--- config.mk ---
export PLATFORM = sky130hd
export DESIGN_NAME = uart_byte_rx
export DESIGN_NICKNAME = d
export VERILOG_FILES = /design/src/rtl/uart_defs_pkg.sv /design/src/rtl/uart_rx_sync.sv /design/src/rtl/uart_byte_rx.sv
export SDC_FILE = /design/constraint.sdc
export NUM_CORES = 1
export LEC_CHECK = 0
export ABC_AREA = 0
export CAP_MARGIN = 15
export CORE_AREA = 3 3 90 92
export DETAILED_ROUTE_END_ITERATION = 16
export DIE_AREA = 0 0 93 95
export GPL_TIMING_DRIVEN = 0
export PLACE_DENSITY = 0.69
export SYNTH_ARGS = -nofsm -noshare
export SYNTH_HDL_FRONTEND = slang
export SYNTH_HIERARCHICAL = 1
export SYNTH_SLANG_ARGS = --single-unit
export TNS_END_PERCENT = 20
--- constraint.sdc ---
create_clock -name Clk -period 5.93 [get_ports Clk]
set_input_delay 0.8895 -clock Clk [delete_from_list [all_inputs] [get_ports Clk]]
set_output_delay 0.8895 -clock Clk [all_outputs]
set_load 0.05 [all_outputs]
--- src/rtl/uart_defs_pkg.sv ---
// Shared UART definitions: baud terminal counts, frame bit levels and the RX FSM encoding.
package uart_defs;

  localparam logic [15:0] BpsDr9600   = 16'd5207;
  localparam logic [15:0] BpsDr19200  = 16'd2603;
  localparam logic [15:0] BpsDr38400  = 16'd1301;
  localparam logic [15:0] BpsDr57600  = 16'd867;
  localparam logic [15:0] BpsDr115200 = 16'd433;

  localparam int unsigned DBG_DR_DEFAULT = 5;

  localparam logic START_BIT = 1'b0;
  localparam logic STOP_BIT  = 1'b1;

  typedef enum logic [1:0] {
    StIdle  = 2'd0,
    StStart = 2'd1,
    StData  = 2'd2,
    StStop  = 2'd3
  } rx_state_e;

  // Bit-period terminal count; one bit lasts the returned value plus one clocks.
  function automatic logic [15:0] bps_lookup(input logic [2:0]  baud,
                                             input logic        dbg,
                                             input logic [15:0] dbg_dr);
    logic [15:0] dr;
    case (baud)
      3'd0:    dr = BpsDr9600;
      3'd1:    dr = BpsDr19200;
      3'd2:    dr = BpsDr38400;
      3'd3:    dr = BpsDr57600;
      3'd4:    dr = dbg ? dbg_dr : BpsDr115200;
      default: dr = BpsDr9600;
    endcase
    return dr;
  endfunction

endpackage

--- src/rtl/uart_rx_sync.sv ---
// Serial-line synchroniser with a falling-edge detect on the synchronised value.
module uart_rx_sync #(
  parameter int unsigned SYNC_STAGES = 2
) (
  input  logic Clk,
  input  logic Rst_n,
  input  logic rx_i,
  output logic rx_sync_o,
  output logic fall_o
);

  logic [SYNC_STAGES-1:0] sync_q;
  logic                   rx_prev_q;
  logic [SYNC_STAGES:0]   vld_q;

  always_ff @(posedge Clk or negedge Rst_n) begin
    if (!Rst_n) begin
      sync_q    <= '1;
      rx_prev_q <= 1'b1;
      vld_q     <= '0;
    end else begin
      sync_q    <= {sync_q[SYNC_STAGES-2:0], rx_i};
      rx_prev_q <= sync_q[SYNC_STAGES-1];
      vld_q     <= {vld_q[SYNC_STAGES-1:0], 1'b1};
    end
  end

  // The reset-time 1s in the chain must not fake a start edge when the line is low at release.
  assign rx_sync_o = sync_q[SYNC_STAGES-1];
  assign fall_o    = vld_q[SYNC_STAGES] & rx_prev_q & ~sync_q[SYNC_STAGES-1];

endmodule

--- src/rtl/uart_byte_rx.sv ---
// 8N1 byte receiver: start-bit validation, 3-sample majority vote per bit, done/error strobes.
module uart_byte_rx
  import uart_defs::*;
#(
  parameter int unsigned SYNC_STAGES = 2,
  parameter int unsigned DBG_DR      = DBG_DR_DEFAULT
) (
  input  logic       Clk,
  input  logic       Rst_n,
  input  logic       debug_mode,
  input  logic [2:0] baud_set,
  input  logic       Rs232_Rx,
  output logic [7:0] data_byte,
  output logic       Rx_Done,
  output logic       Frame_Err,
  output logic       uart_state
);

  logic rx_sync;
  logic start_edge;

  uart_rx_sync #(
    .SYNC_STAGES(SYNC_STAGES)
  ) u_sync (
    .Clk      (Clk),
    .Rst_n    (Rst_n),
    .rx_i     (Rs232_Rx),
    .rx_sync_o(rx_sync),
    .fall_o   (start_edge)
  );

  rx_state_e   state_q, state_d;
  logic [15:0] bps_dr_q, bps_dr_d;
  logic [15:0] div_cnt_q, div_cnt_d;
  logic [2:0]  bit_idx_q, bit_idx_d;
  logic [7:0]  shift_q, shift_d;
  logic [1:0]  samp_q, samp_d;
  logic [7:0]  data_byte_q, data_byte_d;
  logic        rx_done_q, rx_done_d;
  logic        frame_err_q, frame_err_d;
  logic        uart_state_q, uart_state_d;

  logic [15:0] mid;
  logic        is_wrap;
  logic        is_vote;
  logic        vote;

  assign mid     = bps_dr_q >> 1;
  assign is_wrap = (div_cnt_q == bps_dr_q);
  assign is_vote = (div_cnt_q == mid + 16'd1);
  assign vote    = (samp_q[0] & samp_q[1]) | (samp_q[0] & rx_sync) | (samp_q[1] & rx_sync);

  always_comb begin
    state_d      = state_q;
    bps_dr_d     = bps_dr_q;
    div_cnt_d    = div_cnt_q;
    bit_idx_d    = bit_idx_q;
    shift_d      = shift_q;
    samp_d       = samp_q;
    data_byte_d  = data_byte_q;
    rx_done_d    = 1'b0;
    frame_err_d  = 1'b0;
    uart_state_d = uart_state_q;

    if (state_q != StIdle) begin
      div_cnt_d = is_wrap ? 16'd0 : div_cnt_q + 16'd1;
      if (div_cnt_q == mid - 16'd1) samp_d[0] = rx_sync;
      if (div_cnt_q == mid)         samp_d[1] = rx_sync;
    end

    case (state_q)
      StIdle: begin
        if (start_edge) begin
          state_d      = StStart;
          uart_state_d = 1'b1;
          bit_idx_d    = 3'd0;
          div_cnt_d    = 16'd0;
          bps_dr_d     = bps_lookup(baud_set, debug_mode, 16'(DBG_DR));
        end
      end
      StStart: begin
        if (is_vote && (vote != START_BIT)) begin
          state_d      = StIdle;
          uart_state_d = 1'b0;
        end else if (is_wrap) begin
          state_d   = StData;
          bit_idx_d = 3'd0;
        end
      end
      StData: begin
        if (is_vote) shift_d = {vote, shift_q[7:1]};
        if (is_wrap) begin
          if (bit_idx_q == 3'd7) state_d = StStop;
          else                   bit_idx_d = bit_idx_q + 3'd1;
        end
      end
      StStop: begin
        // Leave at mid stop bit so a back-to-back start edge is not missed.
        if (is_vote) begin
          state_d      = StIdle;
          uart_state_d = 1'b0;
          if (vote == STOP_BIT) begin
            rx_done_d   = 1'b1;
            data_byte_d = shift_q;
          end else begin
            frame_err_d = 1'b1;
          end
        end
      end
      default: begin
        state_d      = StIdle;
        uart_state_d = 1'b0;
      end
    endcase
  end

  always_ff @(posedge Clk or negedge Rst_n) begin
    if (!Rst_n) begin
      state_q      <= StIdle;
      bps_dr_q     <= BpsDr9600;
      div_cnt_q    <= '0;
      bit_idx_q    <= '0;
      shift_q      <= '0;
      samp_q       <= '0;
      data_byte_q  <= '0;
      rx_done_q    <= 1'b0;
      frame_err_q  <= 1'b0;
      uart_state_q <= 1'b0;
    end else begin
      state_q      <= state_d;
      bps_dr_q     <= bps_dr_d;
      div_cnt_q    <= div_cnt_d;
      bit_idx_q    <= bit_idx_d;
      shift_q      <= shift_d;
      samp_q       <= samp_d;
      data_byte_q  <= data_byte_d;
      rx_done_q    <= rx_done_d;
      frame_err_q  <= frame_err_d;
      uart_state_q <= uart_state_d;
    end
  end

  assign data_byte  = data_byte_q;
  assign Rx_Done    = rx_done_q;
  assign Frame_Err  = frame_err_q;
  assign uart_state = uart_state_q;

endmodule

==> results of run 1 <==
## where the power goes
| group | internal (mW) | switching, mW |
|---|---|---|
| clock | 0.202 | 0.182 |
| combinational | 0.117 | 0.195 |
| sequential | 0.433 | 0.0209 |
| total | 0.752 | 0.398 |
## how the worst max path moves through the flow
| stage | to | slack [ps] | cells past startpoint | startpoint |
|---|---|---|---|---|
| finish | div_cnt_q[6] | 2730 | 9 | bps_dr_q[6] |
| global route | div_cnt_q[10] | 2440 | 9 | bps_dr_q[6] |
| CTS | shift_q[4] | 2820 | 8 | bps_dr_q[1] |
| detailed placement | data_byte[4] | 2830 | 8 | bps_dr_q[1] |
| global placement | data_byte[5] | 2070 | 1 | Rst_n |
| floorplan | data_byte[0] | 3080 | 8 | bps_dr_q[1] |
## cell usage in the layout, fill, tap and decap left out, drive strengths merged, types with 12 or more instances in the layout
master and count:
xnor2 21, xor2 13, nor2 28, nor3 20, o21ai 29, nand3 16
clkbuf 29, dfrtp 50, a21oi 13, nand2 45, buf 14, inv 12
mux2 19, clkdlybuf4s50 15
## sequential cells by signal, indices dropped and copies added, names as in the netlist, named ones only
name / flops
bit_idx_q: 3
shift_q: 8
u_sync/sync_q: 2
data_byte: 8
Frame_Err: 1
Rx_Done: 1
div_cnt_q: 16
samp_q: 2
uart_state: 1
u_sync/rx_prev_q: 1
bps_dr_q: 11
u_sync/vld_q: 3
state_q: 1
## worst max-delay path: cells and delay by family, from the launching register on
family | cells | cell delay [ps]
flops | 1 | 570
buf+inv | 2 | 810
simple gates | 3 | 900
xor+xnor | 1 | 130
compound gates | 3 | 640
## Yosys cell counts, drive strengths merged, types with 8 or more instances
cell type  number
or3             8
xor2           13
nand4           9
inv             8
mux2           19
dfrtp          50
xnor2          21
a21oi          13
nand2b          8
and3           10
nand3          16
nand2          45
o31ai           9
o21ai          29
dfstp           9
clkbuf         20
a21o            8
nor3           20
buf            12
nor2           28
## cell families after synthesis
logic type | synth area share
DFF | 0.394
adders and majority gates | 0.0166
buffers and inverters | 0.0458
and+or+nand+nor | 0.262
xor gates and xnor gates | 0.0809
muxes | 0.0620
other | 0.000994
AOI/OAI and AO/OA | 0.138
## metrics by stage
| step | cells | cell area [um^2] |
|---|---|---|
| 2_1_floorplan | 423 | 3770 |
| 3_3_place_gp | 538 | 4060 |
| 3_5_place_dp | 539 | 4070 |
| 4_1_cts | 555 | 4280 |
| 5_1_grt | 555 | 4280 |
| 6_report | 555 | 4280 |
## layer usage
| layer | GRT usage | up-vias | share of wire |
|---|---|---|---|
| met5 | 0 | - | 0 |
| met3 | 0.0558 | 16 | 0.062 |
| met2 | 0.326 | 96 | 0.45 |
| met1 | 0.293 | 1538 | 0.47 |
| li1 | - | 1563 | - |
| met4 | 0.0952 | 0 | 0.019 |
## final cells by class
cell class,count,area [um^2]
multi-input cells,324,2110
clock buffers,9,124
inverters,8,30.0
flip-flops and latches,59,1490
clock inverters,7,83.8
plain buffers,32,143
fillers,663,3010
repair buffers,17,175
well taps,99,124
==> impl_results.md, run 1 <==
* Result of the run: finished, final reports clean
* Critical path's slowest cell: dfstp_2
* Max VDD drop at 0.164 mV
* Largest net degree at the start of global routing at 34
* Synthesis warning total at 6
* Clock H-tree levels at 3
* Reg-to-reg startpoint: bps_dr_q[6]
* Final Hold Vio Count at 0
* Worst hold path depth at 0
* Routability Congestion at 0.931
* Resized cells post-CTS at 0
* Syn Area/Cell at 8.92 um^2
* Crit. End Element: register
* WP data arrival at 3400 ps
* CP max stage delay at 570 ps
* Antenna Nets Post-Route at 0
* Core Region at 7290 um^2
* Final clock skew at 10.8 ps
* First-pass GRT wire length at 14700 um
* PwrDens at 269 nW/um^2
* Worst-margin pin slew at 773 ps
* Synth area leader: dfrtp_1
* Synth async-reset ratio at 1.00
* Clk root buf: clkbuf_8
* Main synth FF type: dfrtp_1
* CTS tree: done
* R2r setup slk at 2730 ps
* Cts bufs inserted at 9
* GRT Util Overall at 0.216
* Clk Latency, worst-skew pair at 350 ps
* WL final at 8920 um
* Post-Synthesis Cells at 423
* Clock Pin Slew Worst Setup and Hold Paths at 70 ps
* #FFs+latches synth at 59
* ANT cells at 0
* Final Cycle Share at 0.539
* Starting density of the core at 0.518
* Fmax at 313 MHz
* Relative slew margins at 0.483
* Largest cells by area after synthesis: dfrtp_1 (33%), dfstp_2 (6.3%), xnor2_1 (4.6%)
* Setup TNS at 0 ps
* Worst EP required at 6130 ps
* Max_cap viols at 0
* Max Slew Vio Count at 0
* Hold Path Sink: u_sync/vld_q[2]
* Residual DRC count at 0
* Cts-stage hold buffer count at 0
* Final WS setup at 2730 ps
* Clock buffer depth at 2
* Die area at 8840 um^2
* P&R area growth vs syn at 13.4%
* Remaining Overflow, GRT at 0
* Startpoint Class: register
* Critical path class: reg2reg
* Hold Crit Class: reg2reg
* Ratio of cells with drive above 1 in the final layout at 0.129
* DR WL/cell at 16.1 um
* Worst-path maximum fanout at 10
* Final Util at 0.587
* Power, Total at 1.15 mW
* DP Wirelength at 6580 um
* Die W at 93 um
* R2R cell count at 9
* Vias per inst at 5.79
* HP Start: u_sync/vld_q[1]
* Row Count at 31
* Syn_nets at 435
* Top cell type's share of synthesized area at 0.332
* First DRT Iteration DRCs at 284
* RSZ-0062 raised after global routing: no
* Pre-CTS WS at 2830 ps
* Initial antenna violation count at 0
* Number of synthesized flops with an enable pin at 0
* Synth unique cells at 57
* Port-buffer cells at 16
* # clock sinks at 59
* Ports at 18
* Crit-path cells: buf_1 > xor2_1 > nor4_1 > nand4_1 > o21ai_1 > clkbuf_1 > o21ai_0 > nand2_1 > o41ai_1
* Finish-stage setup viols at 0
* Crit Reg-Reg Endpoint: div_cnt_q[6]
* Post-route minimum period at 3200 ps
* Post-Syn Area at 3770 um^2
* Via count at 3213
* Worst hold slack at 352 ps
* Layout Nets at 463
* Register area share after synthesis at 0.394
* Leakage at 1.88 nW
* First-pass DRT Iterations at 5
* Vias in the first global route at 3003
* Post-CTS Setup Inserts at 0
* Die H at 95 um
Note: power is estimated with default switching activity, not from simulation.
==> inputs of run 2 (changes only) <==
- clock period: 5.93 -> 3.07 ns (I/O delays scaled with it)
==> run 2 against run 1 <==
- register-to-register slack worse by 2700 ps
- combinational power rose by 98%
- total power grew 96%
- clock power increased by 93%
- sequential power up 98%
- setup slack got worse by 2700 ps
==> impl_results.md, run 2 (synthesis results as in run 1) <==
* Result of the run: finished, final reports clean
* Startpoint Class: register
* Regs by FF count: div_cnt_q x16, bps_dr_q x11
* Hold Crit Class: in2async
* Critical path class: reg2reg
* Relative slew margins at 0.492
* Cts bufs inserted at 9
* Via count at 3268
* Die W at 93 um
* PwrDens at 521 nW/um^2
* Row Count at 31
* Crit Reg-Reg Endpoint: data_byte[4]
* Die area at 8840 um^2
* Finish-stage setup viols at 0
* DP Wirelength at 6580 um
* Clk Latency, worst-skew pair at 350 ps
* ANT cells at 0
* Starting density of the core at 0.518
* Multi-input gate area at 2140 um^2
* Worst-margin pin slew at 759 ps
* Storage cell area at 1490 um^2
* Die H at 95 um
* Biggest register: div_cnt_q
* # clock sinks at 59
* Ratio of cells with drive above 1 in the final layout at 0.145
* Routability Congestion at 0.931
* Clk root buf: clkbuf_8
* Worst-path maximum fanout at 8
* Max VDD drop at 0.325 mV
* Reg-to-reg startpoint: bps_dr_q[2]
* R2R cell count at 8
* Ports at 18
* Worst EP required at 3310 ps
* Commonest cells after routing, fill and taps aside: dfrtp_1 (50), nand2_1 (45), o21ai_0 (28)
* Antenna Nets Post-Route at 0
* First DRT Iteration DRCs at 281
* Vias in the first global route at 3003
* Vias per inst at 5.89
* Leakage at 1.90 nW
* DR WL/cell at 16.1 um
* Remaining Overflow, GRT at 0
* Clock H-tree levels at 3
* Worst hold slack at 120 ps
* Residual DRC count at 0
* Most common cell after layout, fill and taps aside: dfrtp_1
* P&R area growth vs syn at 14.6%
* Core Region at 7290 um^2
* Layout Nets at 463
* GRT Util Overall at 0.216
* Largest net degree at the start of global routing at 34
* Fillers at 669
* RSZ-0062 raised after global routing: yes
* Final Hold Vio Count at 0
* Final Cycle Share at 0.982
* WL final at 8950 um
* Port-buffer cells at 16
* Crit. End Element: register
* Initial antenna violation count at 0
* CTS tree: done
* First-pass GRT wire length at 14700 um
* Max_cap viols at 0
* Post-route minimum period at 3020 ps
* First-pass DRT Iterations at 5
* Clock buffer depth at 2
* Power, Total at 2.25 mW
* WP data arrival at 3260 ps
* R2r setup slk at 50 ps
* Max FFs per register at 16
* Fmax at 332 MHz
* Final clock skew at 10.6 ps
* Clock Pin Slew Worst Setup and Hold Paths at 80 ps
* Max Slew Vio Count at 0
[run 2: cell count changes in the layout (fill, tap and decap cells not counted), sizes merged]
cell    change
buf         +1
clkbuf      -1
[run 2: worst max path at each step]
stage	cells after the start	end	startpoint	slack [ps]
floorplan	8	data_byte[0]	bps_dr_q[1]	220
global placement	1	data_byte[5]	Rst_n	-360
detailed placement	8	data_byte[4]	bps_dr_q[1]	-30
CTS	8	shift_q[4]	bps_dr_q[1]	30
global route	8	data_byte[7]	bps_dr_q[2]	-50
finish	8	data_byte[4]	bps_dr_q[2]	50
[run 2: where the power goes]
part / leakage, nW / internal (mW) / switching [mW]
Clock: 0.103 / 0.390 / 0.350
Combinational: 1.03 / 0.250 / 0.367
Sequential: 0.771 / 0.838 / 0.0596
[run 2: metrics by stage]
step	worst slack, ps	setup TNS [ps]	util	instances	instance area, um^2
3_3_place_gp	-360	-17980	0.556	538	4060
5_1_grt	-54.0	-440	0.593	555	4320
2_1_floorplan	223	0	-	423	3770
4_1_cts	31.0	0	0.588	555	4280
6_report	53.9	0	0.593	555	4320
3_5_place_dp	-32.0	-383	0.559	539	4070
[run 2: layer usage]
layer | GRT usage | wire (um)
met3 | 0.0558 | 587
met4 | 0.0952 | 155
met2 | 0.326 | 4040
met5 | 0 | 0
met1 | 0.293 | 4170
[run 2: layout make-up]
cell class,instances,share of cell area
tap,99,0.0287
multi-input combinational,324,0.494
sequential,59,0.344
buffer,30,0.0339
clock buffer,9,0.0287
inverter,8,0.00695
timing repair buffer,19,0.0440
clock inverter,7,0.0194
[run 2: what timing repair did]
action                     in CTS  in global routing
setup endpoints to repair      20                 30
hold endpoints to repair        0                  0
hold buffers                    0                  0
pin swaps                       0                  5
gates resized for setup         2                 12
setup buffers                   0                  2
[run 2: worst max-delay path: stages (launching register included)]
cell and delay (ps):
dfstp_2 560, ha_4 190, nand4_1 150, or4_1 520, and2_1 170, nand3b_1 150
or4_4 620, nor2_8 210, mux2_2 350
